File: src/rtl/ultrasonic_ranger.sv
`default_nettype none
// ============================================================================
//  Module      : ultrasonic_ranger
//  Description : HC-SR04 driver. Fires a trigger pulse once per frame,
//                measures the synchronised echo width, and maps it onto a
//                four-level duty code for the downstream motor PWM stage.
//                Missing and over-range echoes are flagged and given safe
//                duty codes (stop / full).
//  Revision    : 1.0 - initial release
// ============================================================================
module ultrasonic_ranger #(
    parameter int unsigned TRIG_CYCLES   = 1000,
    parameter int unsigned ECHO_TIMEOUT  = 3802000,
    parameter int unsigned PERIOD_CYCLES = 6000000,
    parameter int unsigned BAND_CYCLES   = 475250,
    parameter int unsigned PWM_PERIOD    = 250000
) (
    input  logic        clk,
    input  logic        reset,
    input  logic        echo,
    output logic        trig,
    output logic [18:0] pulse_width,
    output logic [22:0] echo_width,
    output logic        sample_valid,
    output logic        no_echo,
    output logic        over_range
);

    // Counter compare points, all resolved at elaboration.
    localparam logic [22:0] C_TRIG_LAST    = 23'(TRIG_CYCLES - 1);
    localparam logic [22:0] C_TIMEOUT      = 23'(ECHO_TIMEOUT);
    localparam logic [22:0] C_TIMEOUT_LAST = 23'(ECHO_TIMEOUT - 1);
    localparam logic [22:0] C_FRAME_LAST   = 23'(PERIOD_CYCLES - 1);
    localparam logic [22:0] C_BAND1        = 23'(BAND_CYCLES);
    localparam logic [22:0] C_BAND2        = 23'(2 * BAND_CYCLES);
    localparam logic [22:0] C_BAND3        = 23'(3 * BAND_CYCLES);

    // Duty codes handed to the PWM stage.
    localparam logic [18:0] C_DUTY_Q1   = 19'(PWM_PERIOD / 4);
    localparam logic [18:0] C_DUTY_Q2   = 19'(PWM_PERIOD / 2);
    localparam logic [18:0] C_DUTY_Q3   = 19'((3 * PWM_PERIOD) / 4);
    localparam logic [18:0] C_DUTY_FULL = 19'(PWM_PERIOD);

    typedef enum logic [2:0] {
        ST_IDLE      = 3'd0,
        ST_TRIG      = 3'd1,
        ST_WAIT_RISE = 3'd2,
        ST_MEASURE   = 3'd3,
        ST_HOLDOFF   = 3'd4
    } state_t;

    state_t      r_state;
    logic        r_echo_meta;
    logic        r_echo_s;
    logic [22:0] r_fcnt;
    logic [22:0] r_wcnt;
    logic [18:0] w_duty;

    // Echo width to duty band; widths above the third band mean a clear path.
    function automatic logic [18:0] map_width(input logic [22:0] w);
        if (w <= C_BAND1)
            return C_DUTY_Q1;
        else if (w <= C_BAND2)
            return C_DUTY_Q2;
        else if (w <= C_BAND3)
            return C_DUTY_Q3;
        else
            return C_DUTY_FULL;
    endfunction

    assign w_duty = map_width(r_wcnt);

    // Two-stage synchroniser for the asynchronous echo input.
    always_ff @(posedge clk or posedge reset) begin
        if (reset) begin
            r_echo_meta <= 1'b0;
            r_echo_s    <= 1'b0;
        end else begin
            r_echo_meta <= echo;
            r_echo_s    <= r_echo_meta;
        end
    end

    // Frame sequencer: trigger, wait for echo, measure, hold off to frame end.
    always_ff @(posedge clk or posedge reset) begin
        if (reset) begin
            r_state      <= ST_IDLE;
            r_fcnt       <= '0;
            r_wcnt       <= '0;
            trig         <= 1'b0;
            pulse_width  <= '0;
            echo_width   <= '0;
            sample_valid <= 1'b0;
            no_echo      <= 1'b0;
            over_range   <= 1'b0;
        end else begin
            sample_valid <= 1'b0;
            // Frame counter saturates so a stretched holdoff cannot wrap it.
            if (r_fcnt != C_FRAME_LAST)
                r_fcnt <= r_fcnt + 23'd1;

            case (r_state)
                ST_IDLE: begin
                    r_state <= ST_TRIG;
                    trig    <= 1'b1;
                    r_fcnt  <= '0;
                end

                ST_TRIG: begin
                    // fcnt starts at 0 on trig rise, so trig stays high TRIG_CYCLES cycles.
                    if (r_fcnt == C_TRIG_LAST) begin
                        trig    <= 1'b0;
                        r_wcnt  <= '0;
                        r_state <= ST_WAIT_RISE;
                    end
                end

                ST_WAIT_RISE: begin
                    if (r_echo_s) begin
                        r_wcnt  <= 23'd1;
                        r_state <= ST_MEASURE;
                    end else if (r_wcnt == C_TIMEOUT_LAST) begin
                        // Sensor fault: stop the motor.
                        pulse_width  <= '0;
                        echo_width   <= '0;
                        no_echo      <= 1'b1;
                        over_range   <= 1'b0;
                        sample_valid <= 1'b1;
                        r_state      <= ST_HOLDOFF;
                    end else begin
                        r_wcnt <= r_wcnt + 23'd1;
                    end
                end

                ST_MEASURE: begin
                    if (!r_echo_s) begin
                        echo_width   <= r_wcnt;
                        pulse_width  <= w_duty;
                        no_echo      <= 1'b0;
                        over_range   <= 1'b0;
                        sample_valid <= 1'b1;
                        r_state      <= ST_HOLDOFF;
                    end else if (r_wcnt >= C_TIMEOUT) begin
                        // Echo never returned in range: report full scale without waiting.
                        echo_width   <= C_TIMEOUT;
                        pulse_width  <= C_DUTY_FULL;
                        no_echo      <= 1'b0;
                        over_range   <= 1'b1;
                        sample_valid <= 1'b1;
                        r_state      <= ST_HOLDOFF;
                    end else begin
                        r_wcnt <= r_wcnt + 23'd1;
                    end
                end

                ST_HOLDOFF: begin
                    // A still-high echo stretches the frame until it drops.
                    if ((r_fcnt == C_FRAME_LAST) && !r_echo_s) begin
                        trig    <= 1'b1;
                        r_fcnt  <= '0;
                        r_state <= ST_TRIG;
                    end
                end

                default: begin
                    trig    <= 1'b0;
                    r_state <= ST_IDLE;
                end
            endcase
        end
    end

endmodule
`default_nettype wire

File: config.mk
export PLATFORM = sky130hd
export DESIGN_NAME = ultrasonic_ranger
export DESIGN_NICKNAME = d
export VERILOG_FILES = /design/src/rtl/ultrasonic_ranger.sv
export SDC_FILE = /design/constraint.sdc
export NUM_CORES = 1
export LEC_CHECK = 0
export CAP_MARGIN = 30
export CORE_ASPECT_RATIO = 0.8
export CORE_MARGIN = 2
export CORE_UTILIZATION = 50
export CTS_BUF_LIST = sky130_fd_sc_hd__clkbuf_16
export DETAILED_ROUTE_END_ITERATION = 7
export GPL_TIMING_DRIVEN = 0
export PLACE_DENSITY = 0.72
export SYNTH_ARGS = -nofsm -noshare
export SYNTH_HDL_FRONTEND = slang
export SYNTH_SLANG_ARGS = --single-unit
File: constraint.sdc
create_clock -name clk -period 2.9 [get_ports clk]
set_input_delay 0.87 -clock clk [delete_from_list [all_inputs] [get_ports clk]]
set_output_delay 0.87 -clock clk [all_outputs]
set_load 0.03 [all_outputs]
* Word level (Yosys, flattened, before mapping) *
Cells that the tools add are included.

cells by class
  $add $sub $neg = 2
  $lt $le $gt $ge = 4
  equality and inequality tests = 17
  mux-type cells = 47
  bitwise logic cells = 1
  reduce and logical (&&, ||, !) cells = 10

operator list
  cell                                                              count
  2-to-1 mux 23 bit                                                 11
  case mux 23 bit (2 select lines)                                  2
  2-to-1 mux 19 bit                                                 4
  case mux 23 bit (3 select lines)                                  1
  adder 23 x 1 -> 23 bit, second input constant                     2
  case mux 19 bit (2 select lines)                                  1
  2-to-1 mux 18 bit                                                 2
  equality test 23 x 10 -> 1 bit, second input constant             1
  equality test 23 x 22 -> 1 bit, second input constant             1
  equality test 23 bit, second input constant                       1
  >= comparator 23 x 22 -> 1 bit, second input constant             1
  less-or-equal comparator 23 x 19 -> 1 bit, second input constant  1
  less-or-equal comparator 23 x 20 -> 1 bit, second input constant  1
  less-or-equal comparator 23 x 21 -> 1 bit, second input constant  1
  inequality test 23 bit, second input constant                     1
  2-to-1 mux 3 bit                                                  6
  2-to-1 mux 17 bit                                                 1
  case mux 3 bit (5 select lines)                                   1
  2-to-1 mux 1 bit                                                  14
  inequality test 2 bit, second input constant                      6
  inequality test 3 bit, second input constant                      3
  AND reduction 4 bit                                               2
  equality test 3 x 2 -> 1 bit, second input constant               2
  case mux 1 bit (2 select lines)                                   3
  other kinds (12)                                                  12

storage, ports and cells
  flip-flop bits (word level) = 97
  bits of input ports = 3
  logic and storage cells = 92

* Logic depth before layout (Yosys ltp) *
  depth after elaboration = 6
  mapped depth = 9

* Worst setup path after synthesis *
Ideal clock, no wire load.

  path kind = register -> register
  start point = reg r_wcnt[0]
  end point = reg r_wcnt[5]
  data arrival time = 2.158 ns
  path slack = 0.601 ns
  stages on the path, launching flop included = 10
  path buffers = 2
  clock period less this slack = 2.299 ns
  path through = dfrtp_1 > ha_1 > nand3_1 > or4_1 > o31a_1 > a31oi_4 > or3_1 > buf_6 > buf_6 > o31ai_4

on the way
  word-level cells in the longest chain between the ends = 4

RTL lines
  item                                         line      text
  start, declared                              56        logic [22:0] r_wcnt;
  start signal, assigned                       131       r_wcnt <= r_wcnt + 23'd1;
  start signal, assigned                       152       r_wcnt <= r_wcnt + 23'd1;
  adder 23 x 1 -> 23 bit                       131, 152
  2-to-1 mux 23 bit, on equally long branches  143, 122
  2-to-1 mux 23 bit, on equally long branches  136, 119
  case mux 23 bit (3 select lines)             102       case (r_state)

Parallel ways exist; a longest one is shown, timed or not. The select of a mux whose other input is x is not followed.
A chain may end at the register's enable or synchronous reset.

* Worst setup path in the final report *
  start point = reg r_wcnt[10]
  end point = reg r_wcnt[3]

on the way
  word-level cells in the longest chain between the ends = 3

RTL lines
  item                                                                                     line
  >= comparator 23 x 22 -> 1 bit / equality test 23 x 22 -> 1 bit (equally long branches)  143, 122
  inequality test 2 bit (no line) / inequality test 3 bit (equally long branches)          n/a
  AND reduction 5 bit (no line) *                                                          n/a

Every way passes the cells marked *; elsewhere a longest branch is shown, timed or not.

==> flow_summary_export.csv <==
group,metric,value,unit
global_route,grt_max_degree,44,
drt,wl_per_cell,18.38,um
worst_setup_path,worstPathRequired,3.15,ns
worst_setup_path,crit_fanout,10,
pwr,powerDensity,414.0,nW/um^2
global_route,grt_usage,24.65,%
clock_network,clock_latency,0.34,ns
placement,dp_slack,0.09324,ns
worst_setup_path,r2r_start,"r_wcnt[10]",
sta,fin_worst_skew,0.007760,ns
clock_network,cts.reportedPaths.clkPinSlew,0.06,ns
finish,fill_cells,774,
flow_run,drv_cap,0,
yosys,synth_edf_count,0,
yosys,synth_top_cell_by_area,"dfrtp_1",
placement,gp_congestion,0.9380,
yosys,ys_seq_elements,86,
finish,finalNonFillerCells,649,
finish,antennaDiodeCount,0,
yosys,synth_area_leaders,"dfrtp_1 (47%), o31ai_1 (4.6%), nor2_1 (4.0%)",
die,core-area,8999,um^2
die,die_w,111.2,um
drt,routed_wl,11.93,mm
clock_network,clock_path_buffers,2,
finish,drive_gt1_share,9.925,%
clock_network,cts_root_buf,"clkbuf_16",
global_route,grt_overflow,0,
yosys,synthCells,470,
yosys,ys.flop_type,"dfrtp_1",
min_path,hold_path_end,"r_echo_s",
placement,numPlacedInstances,634,
yosys,synthDistinctLibCells,58,
worst_setup_path,critical_path_buf_inv_count,3,
sta,max_slew_margin,53.13,%
pwr,p_leak,2.374,nW
sta,max_freq,360.0,MHz
worst_setup_path,cp_common_cell,"buf_2",
worst_setup_path,path_cells,"buf_2, nor4_2, nand2_1, o311a_1, a21oi_1, buf_2, buf_2, o31ai_1, o31ai_4",
worst_setup_path,cp_slowest_cell,"o311a_1",
worst_setup_path,rr_worst_depth,9,
die,die_h,89.76,um
sta,setup_violations,0,
sta,rsz0062_at_grt,"false",
drt,drt_iter0_markers,405,
min_path,hp-class,"reg2reg",
sta,fin_crit,2.778,ns
clock_network,cts_sinks,86,
yosys,async_flop_share,100.0,%
finish,nets,536,
drt,drc,0,
placement,place_hpwl,8.428,mm
yosys,ys.warnings.count,0,
die,num_rows,31,
global_route,grt_pass1_vias,3686,
min_path,hold_depth,0,
worst_setup_path,critical_path_class,"reg2reg",
finish,final_cell_area,5500,um^2
clock_network,cts_tree,"yes",
drt,via_count,3935,
yosys,avgSynthCellArea,9.781,um^2
sta,period_share,95.78,%
min_path,min-delay-start,"r_echo_meta",
die,fp.dieArea,9981,um^2
worst_setup_path,cp-start-kind,"register",
worst_setup_path,rrSetupSlack,0.12,ns
yosys,netlist_area,4597,um^2
clock_network,cts_made_buffers,9,
global_route,grt_pass1_wl,19.75,mm
placement,port-buffer-count,43,
worst_setup_path,cpLargestDelayFamily,"compound AO/OA/AOI/OAI gates",
worst_setup_path,end_kind,"register",
sta,setup_tns,0,ns
sta,worst_slew_pin_slew,0.6967,ns
finish,syn_to_final_growth,19.65,%
worst_setup_path,max_stage_delay,0.43,ns
yosys,ys_top_cells_by_count,"dfrtp_1 (86), nor2_1 (49), nand2_1 (28), o31ai_1 (28), clkbuf_1 (27)",
die,io_pins,49,
clock_network,htree_num_levels,3,
worst_setup_path,r2r_end,"r_wcnt[3]",
drt,vias_per_cell,6.063,
pwr,ir_drop,409.4,uV
sta,slew_viol_final,0,
drt,first_pass_iters,5,
global_route,antenna_found_initial,0,
run_status,status,"finished clean",
yosys,ys_seq_area_share,46.82,%
drt,ant_nets,0,
placement,post_dp_cell_area,5230,um^2
sta,finalWorstSetupSlack,0.1224,ns
yosys,yosysMostFrequentCell,"dfrtp_1",
finish,final_core_util,61.12,%
die,initial_core_util,51.08,%
sta,hold_viol,0,
worst_setup_path,crit_arrival,3.03,ns
yosys,synth_top_area_share,46.82,%
[through the flow]
step                      total power [mW]  hold WS (ns)
final                                2.277        0.3524
after global routing                 2.363        0.3652
after CTS                            2.308        0.3534
after detailed placement             1.285        0.3393
after global placement               1.278        0.3348
after floorplan                      1.265        0.3312
[power by group]
part	internal (mW)	switching (mW)	leakage, nW
clock	0.566	0.450	0.131
combinational	0.0170	0.0431	1.07
sequential	1.20	0.000288	1.18
[repair_timing]
item                                    in CTS  in global routing
gates resized for setup                      0                  5
hold buffers                                 0                  0
endpoints found under the setup margin       0                 59
setup buffers                                0                  1
[cells in the final DEF (no fill, tap or decap), types with 7 or more instances in the layout]
cell	Yosys	final
a22o_1	19	19
o31ai_1	28	28
clkbuf_16	0	9
nor3_1	11	11
clkdlybuf4s50_1	0	43
o2bb2ai_1	12	12
clkbuf_1	27	24
nand2_1	28	28
buf_2	7	7
buf_4	11	12
inv_1	11	12
nor2_1	49	49
dfrtp_1	86	86
xor2_1	14	14
o21ai_0	7	7
nand4_1	10	10
nand3_1	24	24
nor4_1	8	7
a21oi_1	13	13
and3_1	17	17
[layer usage]
| metal | track usage (%) | part of all wire [%] | routed length, um | up-vias |
|---|---|---|---|---|
| met5 | 0 | 0 | 0 | - |
| met4 | 5.144 | 0.91 | 108 | 0 |
| met3 | 6.339 | 7.9 | 947 | 10 |
| met2 | 34.25 | 41 | 4901 | 154 |
| met1 | 38.81 | 50 | 5969 | 1919 |
| li1 | - | - | - | 1852 |
[registers in the layout, summed over array words and instances (netlist names)]
name,count
r_state,3
echo_width,23
r_wcnt,23
pulse_width,8
no_echo,1
trig,1
r_echo_meta,1
sample_valid,1
r_fcnt,23
r_echo_s,1
over_range,1
[worst max-delay path by stage]
stage	from	end	slack (ns)	depth (start not counted)
detailed placement	r_wcnt[7]	r_wcnt[21]	0.09	7
finish	r_wcnt[10]	r_wcnt[3]	0.12	9
floorplan	r_wcnt[0]	r_wcnt[5]	0.60	9
CTS	r_wcnt[7]	r_wcnt[21]	0.08	7
global route	r_wcnt[10]	r_wcnt[3]	0.01	9
global placement	reset	pulse_width[15]	0.10	2
[cells by family (layout without fill, tap and decap cells)]
kind of cell	Yosys count	count (layout)	share of synthesized area (%)
mux	2	2	0.4627
fa+ha+maj	3	3	0.8166
flops	86	86	46.82
buf+inv	60	120	6.315
xor+xnor	18	18	3.429
simple gates	180	180	20.41
compound gates	120	120	21.67
other cells	1	5	0.08158
[area by class of cell]
type | count | area (um^2) | share of cell area, %
clock buffers | 9 | 225.2 | 4.095
flip-flops and latches | 86 | 2152 | 39.13
inverters | 11 | 45.04 | 0.8189
clock inverters | 6 | 32.53 | 0.5914
repair buffers | 46 | 478.0 | 8.690
plain buffers | 48 | 247.7 | 4.504
multi-input cells | 328 | 2176 | 39.56
well taps | 115 | 143.9 | 2.616
No activity file was read; power rests on OpenSTA's default activity.
